[config.mk]
export PLATFORM = sky130hd
export DESIGN_NAME = obi_data_arbiter
export DESIGN_NICKNAME = d
export VERILOG_FILES = /design/src/rtl/obi_data_arbiter.sv
export SDC_FILE = /design/constraint.sdc
export NUM_CORES = 1
export LEC_CHECK = 0
export CAP_MARGIN = 20
export CORE_AREA = 2 2 110 112
export CTS_CLUSTER_DIAMETER = 100
export DETAILED_ROUTE_END_ITERATION = 7
export DIE_AREA = 0 0 112 114
export SKIP_LAST_GASP = 1
export SYNTH_ARGS = -nofsm -noshare
export SYNTH_HDL_FRONTEND = slang
export SYNTH_SLANG_ARGS = --single-unit
[constraint.sdc]
create_clock -name clk_i -period 2.2 [get_ports clk_i]
set_input_delay 0.44 -clock clk_i [delete_from_list [all_inputs] [get_ports clk_i]]
set_output_delay 0.44 -clock clk_i [all_outputs]
set_load 0.005 [all_outputs]
[src/rtl/obi_data_arbiter.sv]
// Two-requester OBI data-port arbiter in front of the mm_ram data port, with an ID FIFO routing responses.
// Optional macro OBI_DATA_ARB_RR_EN selects round-robin arbitration; the default build uses fixed priority (requester 0).
module obi_data_arbiter #(
    parameter int unsigned MAX_OUTSTANDING = 2
) (
    input  logic        clk_i,
    input  logic        rst_ni,
    input  logic [1:0]  m_req_i,
    input  logic [63:0] m_addr_i,
    input  logic [1:0]  m_we_i,
    input  logic [7:0]  m_be_i,
    input  logic [63:0] m_wdata_i,
    output logic [1:0]  m_gnt_o,
    output logic [1:0]  m_rvalid_o,
    output logic [31:0] m_rdata_o,
    output logic        s_req_o,
    output logic [31:0] s_addr_o,
    output logic        s_we_o,
    output logic [3:0]  s_be_o,
    output logic [31:0] s_wdata_o,
    input  logic        s_gnt_i,
    input  logic        s_rvalid_i,
    input  logic [31:0] s_rdata_i,
    output logic        err_o
);

    localparam int unsigned PW = (MAX_OUTSTANDING > 1) ? $clog2(MAX_OUTSTANDING) : 1;
    localparam int unsigned CW = PW + 1;

    typedef enum logic {IDLE, LOCKED} state_t;

    state_t                     r_state;
    logic                       r_locked_idx;
    logic [MAX_OUTSTANDING-1:0] r_ids;
    logic [PW-1:0]              r_wptr;
    logic [PW-1:0]              r_rptr;
    logic [CW-1:0]              r_count;
    logic                       r_err;

    logic w_idx;
    logic w_empty;
    logic w_full;
    logic w_pop;
    logic w_push;
    logic w_sreq;
    logic w_head;

    assign w_empty = (r_count == '0);
    assign w_pop   = s_rvalid_i & ~w_empty;
    // A response retiring this cycle frees a slot, so the request path reopens without waiting a cycle.
    assign w_full  = (r_count == CW'(MAX_OUTSTANDING)) & ~w_pop;
    assign w_sreq  = (|m_req_i) & ~w_full;
    assign w_push  = w_sreq & s_gnt_i;
    assign w_head  = r_ids[r_rptr];

`ifdef OBI_DATA_ARB_RR_EN
    logic r_prio;

    always_comb begin
        w_idx = 1'b0;
        if (r_state == LOCKED)
            w_idx = r_locked_idx;
        else if (&m_req_i)
            w_idx = r_prio;
        else
            w_idx = m_req_i[1] & ~m_req_i[0];
    end

    always_ff @(posedge clk_i or negedge rst_ni) begin
        if (!rst_ni)
            r_prio <= 1'b0;
        else if (w_push)
            r_prio <= ~w_idx;
    end
`else
    always_comb begin
        w_idx = 1'b0;
        if (r_state == LOCKED)
            w_idx = r_locked_idx;
        else
            w_idx = m_req_i[1] & ~m_req_i[0];
    end
`endif

    always_comb begin
        s_req_o   = w_sreq;
        s_addr_o  = '0;
        s_we_o    = 1'b0;
        s_be_o    = '0;
        s_wdata_o = '0;
        if (w_sreq) begin
            s_addr_o  = w_idx ? m_addr_i[63:32]  : m_addr_i[31:0];
            s_we_o    = w_idx ? m_we_i[1]        : m_we_i[0];
            s_be_o    = w_idx ? m_be_i[7:4]      : m_be_i[3:0];
            s_wdata_o = w_idx ? m_wdata_i[63:32] : m_wdata_i[31:0];
        end
    end

    assign m_gnt_o    = {w_push & w_idx, w_push & ~w_idx};
    assign m_rvalid_o = {w_pop & w_head, w_pop & ~w_head};
    assign m_rdata_o  = w_pop ? s_rdata_i : '0;
    assign err_o      = r_err;

    always_ff @(posedge clk_i or negedge rst_ni) begin
        if (!rst_ni) begin
            r_state      <= IDLE;
            r_locked_idx <= 1'b0;
        end else begin
            case (r_state)
                IDLE: begin
                    if (w_sreq && !s_gnt_i) begin
                        r_state      <= LOCKED;
                        r_locked_idx <= w_idx;
                    end
                end
                LOCKED: begin
                    if (s_gnt_i)
                        r_state <= IDLE;
                end
                default: r_state <= IDLE;
            endcase
        end
    end

    always_ff @(posedge clk_i or negedge rst_ni) begin
        if (!rst_ni) begin
            r_ids   <= '0;
            r_wptr  <= '0;
            r_rptr  <= '0;
            r_count <= '0;
            r_err   <= 1'b0;
        end else begin
            if (w_push) begin
                r_ids[r_wptr] <= w_idx;
                r_wptr        <= r_wptr + 1'b1;
            end
            if (w_pop)
                r_rptr <= r_rptr + 1'b1;
            case ({w_push, w_pop})
                2'b10:   r_count <= r_count + 1'b1;
                2'b01:   r_count <= r_count - 1'b1;
                default: r_count <= r_count;
            endcase
            if (s_rvalid_i && w_empty)
                r_err <= 1'b1;
        end
    end

endmodule

==> impl_metrics.ini <==
[routing]
detail_route.first_pass.iterations = 4
detail_route.drc_violations = 0
post_drt_via_cell_ratio = 4.74
vias = 3681
postRouteAntennaNets = 0
drt-initial-drc-count = 207
routedWlPerCell_um = 17.5
route.final.wire_length_mm = 13.6

[grt]
grt_use_total_pct = 18.7
initial_antenna_violation_count = 0
grt_pass1_wl_mm = 19.2
grt_overflow = 0
vias_in_the_first_global_route = 3671
largest_net_degree_at_the_start_of_global_routing = 61

[power]
seq_power_share_pct = 9.8
vdd_ir_drop_max_mv = 0.287
static-leakage-power_nw = 2.50
switching_fraction_pct = 39.3
power.share.clock_pct = 11.4
share_of_total_power_in_combinational_logic_pct = 78.8
intPower_mw = 1.73
net-switching-power_mw = 1.12
power-per-cell-area_nw_per_um2 = 532

[worst_hold_path]
min-delay-path-class = reg -> reg

[timing]
worst-slew-pin-transition_ps = 424
fmaxAchievable_ghz = 0.445
final-max-slew-violation-count = 0
finalSetupViolations = 15
final.period_utilization_pct = 102
grt_setup_unrepaired = yes
finalHoldWorstSlack_ps = 453
fin_tns_setup_ps = -330
finalWorstSetupSlack_ps = -49.2
timing.clock.skew_ps = 2.50
report.final.hold_viol_count = 0
period_needed_ps = 2250
worst_slew_margin_relative_to_its_limit_pct = 71.7

[clocking]
clock_tree.root_cell = clkbuf_16
clkSinkCount = 9
clk_pin_slew_worst_paths_ps = 40
cts.htree.levels = 1
cts_tree = done
insertion_delay_ps = 240
cts-root-to-sink-buffers = 2
cts_made_buffers = 3
post_cts_hold_buffer_count = 0

[layout]
layout.nets = 807
fillers = 1198
flow.area_growth_from_synthesis_pct = 178
flip_flop_and_latch_area_sq_um = 226
multiInputGateArea_sq_um = 1620
antenna_cells_inserted = 0
post_route_cells_drive_above_1_share_pct = 26.9

[logic_synthesis]
syn_area_cell_sq_um = 5.91
synthesis.nets = 502
synth.yosys.seq_area_share_pct = 11.7
synthesis.area_sq_um = 1920
synth.yosys.warnings = 0
ys_async_sr_fraction_pct = 100
synth_edf_count = 0
syn-instance-count = 325
post_synth_num_cell_types = 33
yosys_register_bits = 9
top_ff_cell_synth = dfrtp_1

[die]
num_io_pins = 283
die-height_um = 114
placeableCoreArea_sq_um = 11700
design.die.area_sq_um = 12800
rows = 40
die-width_um = 112
initial_standard_cell_utilization_of_the_core_pct = 16.4

[place]
detailedPlacementHpwl_mm = 8.76
gpl.final_weighted_congestion = 0.818
placement.io_buffers = 282

[critical_path]
criticalPathCategory = reg -> out
critPathCaptureType = output pin
crit_path_start_kind = flip-flop
worst-endpoint-required_ps = 1760
critical_path_peak_fanout = 10
arrival_time_at_the_worst_endpoint_ps = 1810

[run]
max-cap-violations = 0

[outcome]
violations_in_the_final_reports = setup timing
status = finished with violations
==> flip-flops by register name (all words and copies together) (netlist names) <==
name,cells
r_count,2
r_ids,2
err_o,1
r_locked_idx,1
r_rptr,1
r_state,1
r_wptr,1
==> power by group through the flow <==
stage	combinational (mW)	sequential [mW]	clock (mW)
after CTS	2.22	0.277	0.331
after global placement	2.26	0.272	0
after global routing	2.42	0.285	0.334
after floorplan	0.857	0.276	0
after detailed placement	2.27	0.277	0
final	2.24	0.278	0.325
==> area by class of cell <==
type | instances | area share, %
timing repair buffer | 340 | 60.2
sequential | 9 | 4.24
tap | 147 | 3.44
multi-input combinational | 273 | 30.4
clock buffer | 3 | 1.40
clock inverter | 1 | 0.0937
inverter | 3 | 0.211
==> Yosys cell counts, drive strengths merged (2+ instances only) <==
master / n / share of area (%)
a21oi: 70 / 18
nor3: 2 / 0.52
nor3b: 3 / 1.7
and2: 33 / 11
nand3: 69 / 18
buf: 25 / 7.4
o21ai: 72 / 19
dfrtp: 9 / 12
nand2: 3 / 0.72
inv: 3 / 0.59
mux2: 3 / 1.8
nor2b: 2 / 0.65
nor2: 4 / 0.78
xnor2: 3 / 1.4
clkbuf: 15 / 3.3
==> stage by stage <==
stage	total power, mW	cell area, sq um	setup WS [ps]	instances	utilization, %
finish	2.84	5340	-49.2	776	45.6
global route	3.04	5340	-146	776	45.6
CTS	2.83	5280	-190	762	45.1
detailed placement	2.55	4990	-703	738	42.6
global placement	2.54	4990	-682	738	42.6
floorplan	1.13	1920	463	325	-
==> logic make-up after synthesis <==
| kind of cell | share of synthesized area, % |
|---|---|
| compound gates | 37.4 |
| simple gates | 34.9 |
| buf+inv | 11.3 |
| mux | 2.28 |
| flops | 11.7 |
| fa+ha+maj | 0.651 |
| xor+xnor | 1.82 |
==> layer usage <==
layer	part of all wire [%]	up-vias	GRT usage (%)
met5	0	-	0
met4	1.9	0	5.04
met3	8.9	18	4.78
met2	51	188	36.1
met1	38	1700	20.2
li1	-	1775	-
==> repair_timing <==
action / in CTS / in global routing
setup endpoints to repair: 106 / 72
gates resized for setup: 186 / 166
pin swaps: 4 / 41
cloned: 8 / 3
setup buffers: 13 / 18
==> worst paths after layout <==
check,from,endpoint,slack (ps),depth (start not counted)
worst max register to register,r_count[0],r_count[1],440,9
worst max-delay path,r_state,s_wdata_o[27],-50,8
max in group asynchronous,rst_ni,r_state,1370,1
worst min register to register,err_o,err_o,450,1
min in group asynchronous,rst_ni,err_o,510,1
worst min-delay path,err_o,err_o,450,1
==> critical path, cell delays in order (launching register included) <==
cell	delay (ps)
dfrtp_2	440
nor3b_4	280
buf_6	150
buf_4	110
buf_12	120
buf_4	120
o21ai_1	70
a21oi_1	130
buf_2	150
==> cell usage in the layout (no fill, tap or decap), types with 5 or more instances in the layout <==
master,instances
clkdlybuf4s50_1,175
o21ai_0,61
a21oi_1,58
nand3_1,57
buf_2,39
and2_1,32
dlygate4sd2_1,30
buf_4,29
clkbuf_2,28
a21oi_2,12
nand3_2,11
buf_12,10
buf_6,10
o21ai_1,8
dfrtp_1,8
dlymetal6s2s_1,8
clkbuf_16,5
Note: power is estimated with default switching activity, not from simulation.
==> variant 1 (same settings) <==
Register the output `err_o` once more, with the module's reset; this adds one clock of latency there. The other outputs are not delayed to match.
--- a/src/rtl/obi_data_arbiter.sv
+++ b/src/rtl/obi_data_arbiter.sv
@@ -99,7 +99,13 @@
     assign m_gnt_o    = {w_push & w_idx, w_push & ~w_idx};
     assign m_rvalid_o = {w_pop & w_head, w_pop & ~w_head};
     assign m_rdata_o  = w_pop ? s_rdata_i : '0;
-    assign err_o      = r_err;
+    always_ff @(posedge clk_i or negedge rst_ni) begin
+        if (!rst_ni) begin
+            err_o <= '0;
+        end else begin
+            err_o <= r_err;
+        end
+    end
 
     always_ff @(posedge clk_i or negedge rst_ni) begin
         if (!rst_ni) begin
Formal check against the unedited RTL: not equivalent (a bounded check fails within 4 cycles, from zero or initial values and one cycle with rst_ni low).
==> variant 1 against the unedited design <==
The run still ends with setup timing left. Sequential cell count increased by 1. Power increased by 15%. Critical endpoint is now s_addr_o[14]. Core utilization increased by 2.6 points. Count of clock-buffer cells in the layout increased by 1. Largest power group unchanged. Sequential share of layout area increased by 0.19 points. Maximum frequency increased by 1.8%. Synthesized area increased by 2.7%. Wire length decreased by 0.13%. Design area increased by 5.7%. Critical path depth decreased by 1. Setup slack improved by 0.040 ns.
==> variant 1: results <==
export IMPL_clock_skew_ns=0.0006032
export IMPL_netlist_top_cell_by_area="a21oi_1"
export IMPL_hp_start="r_err"
export IMPL_rr_worst_depth=9
export IMPL_synth_compound_area_share=0.3614
export IMPL_grt_pass1_vias=3660
export IMPL_hpwlAfterDp_um=8674
export IMPL_ys_top_cells_by_area="a21oi_1 18%, o21ai_0 18%, nand3_1 18%"
export IMPL_cpPeakStageDelay_ns=0.41
export IMPL_ir_drop_uv=303.7
export IMPL_outcome="finished, violations left"
export IMPL_layout_nets=809
export IMPL_drive_gt1_frac=0.2504
export IMPL_grt_max_degree=38
export IMPL_whs_path_depth=0
export IMPL_synth_nets=503
export IMPL_place_gp_congestion=0.8003
export IMPL_synthTopCellsByCount="70 x a21oi_1, 70 x o21ai_0, 69 x nand3_1, 33 x and2_1, 13 x clkbuf_1"
export IMPL_ys_types=31
export IMPL_worst_slack_ns=-0.008873
export IMPL_arrival_ns=1.77
export IMPL_dp_cells=739
export IMPL_syn_avg_cell_area_um2=6.053
export IMPL_seq_area_frac_synth=0.1268
export IMPL_hold_end="err_o"
export IMPL_root_buffer="clkbuf_16"
export IMPL_wl_per_cell_um=17.46
export IMPL_grtUsageTotal=0.1892
export IMPL_hp_class="register to register"
export IMPL_p_leak_nw=2.810
export IMPL_yosys_area_share_adder=0.006341
export IMPL_grt_pass1_wl_um=19470
export IMPL_drt_iter0_drc=195
export IMPL_placed_area_mm2=0.005064
export IMPL_synth_xor_area_frac=0.02219
export IMPL_synth_mux_area_frac=0.02219
export IMPL_setup_viol=1
export IMPL_whs_ns=0.3954
export IMPL_drt_wl_total_um=13590
export IMPL_vias=3769
export IMPL_maxSlewHeadroom=0.6828
export IMPL_slowest_stage="dfrtp_1"
export IMPL_reg2reg_slack_ns=0.40
export IMPL_crit_path_max_fanout=20
export IMPL_violations="setup timing"
export IMPL_fin_setup_tns_ns=-0.008873
## variant 1: cell count changes in the layout (fill, tap and decap cells not counted), sizes merged, moves of 2 or more
cell | before | now
dlygate4sd2 | 30 | 7
dlymetal6s2s | 8 | 28
buf | 93 | 107
clkbuf | 33 | 20
clkdlybuf4s15 | 3 | 5
## variant 1: kinds of logic (layout without fill, tap and decap cells)
logic type	Yosys count	count (layout)
mux	4	4
buf+inv	44	349
simple gates	120	120
compound gates	142	142
xor+xnor	5	5
flops	10	10
fa+ha+maj	1	1
## variant 1: worst max-delay path by stage
stage / from / end / slack (ns)
after CTS: r_state / s_addr_o[24] / -0.13
final: r_state / s_addr_o[14] / -0.009
after global placement: m_req_i[0] / s_wdata_o[27] / -0.63
after floorplan: m_req_i[0] / s_addr_o[0] / 0.50
after global routing: r_state / s_addr_o[24] / -0.08
after detailed placement: m_req_i[0] / s_wdata_o[27] / -0.64
## variant 1: per-layer routing
layer  global-route usage  up-vias  part of all wire
met5                    0        -                 0
met4              0.04228        0             0.017
met3              0.03401       20             0.086
met2               0.3483      218              0.50
met1               0.2304     1741              0.40
li1                     -     1790                 -
## variant 1: timing repair
action | CTS | global route
cloned | 11 | 4
buffers inserted | 21 | 1
pin swaps | 11 | 34
hold buffers | 0 | 0
gates resized for setup | 238 | 132
endpoints found under the setup margin | 106 | 97
## variant 1: power breakdown
part,switching [mW],internal [mW],leakage [nW]
clock network,0.0861,0.273,0.0442
registers,0.0476,0.251,0.115
logic,1.07,1.54,2.65
total,1.21,2.07,2.81
## variant 1: layout make-up
| type | count | area [um2] |
|---|---|---|
| Sequential cell | 10 | 250.2 |
| Inverter | 4 | 15.01 |
| Timing Repair Buffer | 341 | 3543 |
| Clock buffer | 4 | 88.84 |
| Fill cell | 1194 | 6061 |
| Multi-Input combinational cell | 272 | 1569 |
| Tap cell | 147 | 183.9 |
## variant 1: through the flow
stage                     setup WS (ns)    util
after detailed placement        -0.6426  0.4324
after floorplan                  0.4999       -
after CTS                       -0.1269  0.4792
final                         -0.008873  0.4825
after global routing           -0.07861  0.4825
after global placement          -0.6315  0.4324
## variant 1: worst max-delay path: cells and delay by family, from the launching register on
kind / cells / cell delay, ns
and+or+nand+nor: 1 / 0.18
DFF: 1 / 0.41
AOI/OAI and AO/OA: 2 / 0.21
buffers and inverters: 4 / 0.72
==> variant 2 (same settings) <==
Without the edit above. `MAX_OUTSTANDING`: 2 -> 4.
--- a/src/rtl/obi_data_arbiter.sv
+++ b/src/rtl/obi_data_arbiter.sv
@@ -1,7 +1,7 @@
 // Two-requester OBI data-port arbiter in front of the mm_ram data port, with an ID FIFO routing responses.
 // Optional macro OBI_DATA_ARB_RR_EN selects round-robin arbitration; the default build uses fixed priority (requester 0).
 module obi_data_arbiter #(
-    parameter int unsigned MAX_OUTSTANDING = 2
+    parameter int unsigned MAX_OUTSTANDING = 4
 ) (
     input  logic        clk_i,
     input  logic        rst_ni,
Function: changed (a bounded check fails within 4 cycles, from zero or initial values and one cycle with rst_ni low).
==> variant 2 against the unedited design <==
The run still ends with setup timing left. Non-clock buffer count increased by 61. Wire length increased by 30%. Sequential cell count increased by 5. Design area increased by 36%. Clock skew increased by 0.0018 ns. Combinational power increased by 33%. Synthesized cell count increased by 6.8%. Via count increased by 18%. Power increased by 35%. Synthesized area increased by 19%. Register-to-register slack got worse by 0.36 ns. Setup slack got worse by 0.12 ns. Largest power group unchanged.
==> variant 2: results <==
export IMPL_placed_area_mm2=0.005366
export IMPL_hpwlAfterDp_um=9319
export IMPL_drt_iter0_drc=241
export IMPL_drive_gt1_frac=0.4733
export IMPL_ys_types=35
export IMPL_outcome="finished, violations left"
export IMPL_powerComb_mw=2.98
export IMPL_reg2reg_slack_ns=0.08
export IMPL_violations="setup timing"
export IMPL_clock_skew_ns=0.004307
export IMPL_setup_viol=64
export IMPL_syn_avg_cell_area_um2=6.562
export IMPL_powerSeq_mw=0.476
export IMPL_vias_per_cell=5.054
export IMPL_synth_xor_area_frac=0.02308
export IMPL_dp_slack_ns=-0.6976
export IMPL_maxSlewHeadroom=0.5504
export IMPL_grt_max_degree=36
export IMPL_whs_ns=0.4738
export IMPL_r2r_end="r_count[2]"
export IMPL_grtUsageTotal=0.2487
export IMPL_seq_area_frac_synth=0.1538
export IMPL_synthTopCellsByCount="69 x a21oi_1, 69 x nand3_1, 68 x o21ai_0, 34 x and2_1, 18 x clkbuf_1"
export IMPL_final_cell_area_mm2=0.007254
export IMPL_yosys_area_share_adder=0.03626
export IMPL_cpPeakStageDelay_ns=0.50
export IMPL_ys_top_cells_by_area="dfrtp_1 15%, a21oi_1 15%, nand3_1 15%"
export IMPL_dp_cells=763
export IMPL_place_gp_congestion=0.8169
export IMPL_worst_slack_ns=-0.1643
export IMPL_rr_worst_depth=11
export IMPL_r2r_start="r_count[1]"
export IMPL_synth_compound_area_share=0.3159
export IMPL_layout_nets=895
export IMPL_p_leak_nw=3.332
variant 2: final cells by class:
type / count / area, um2
repair buffers: 401 / 4245
flip-flops and latches: 14 / 351.6
inverters: 8 / 32.53
fillers: 976 / 4457
well taps: 147 / 183.9
clock buffers: 4 / 88.84
multi-input cells: 285 / 2352
variant 2: what timing repair did:
| action | CTS | global route |
|---|---|---|
| resized for setup | 387 | 191 |
| hold buffers | 0 | 0 |
| buffers inserted | 42 | 33 |
| endpoints found under the setup margin | 107 | 103 |
| hold endpoints to repair | 0 | 0 |
| pin swaps | 54 | 67 |
| gates cloned | 21 | 3 |
variant 2: metal layers:
metal / vias up / global-route usage / wire length (um)
met5: - / 0 / 0
met1: 2072 / 0.2873 / 6646
met4: 0 / 0.07480 / 512
met2: 242 / 0.4642 / 9182
li1: 1982 / - / -
met3: 45 / 0.04942 / 1394
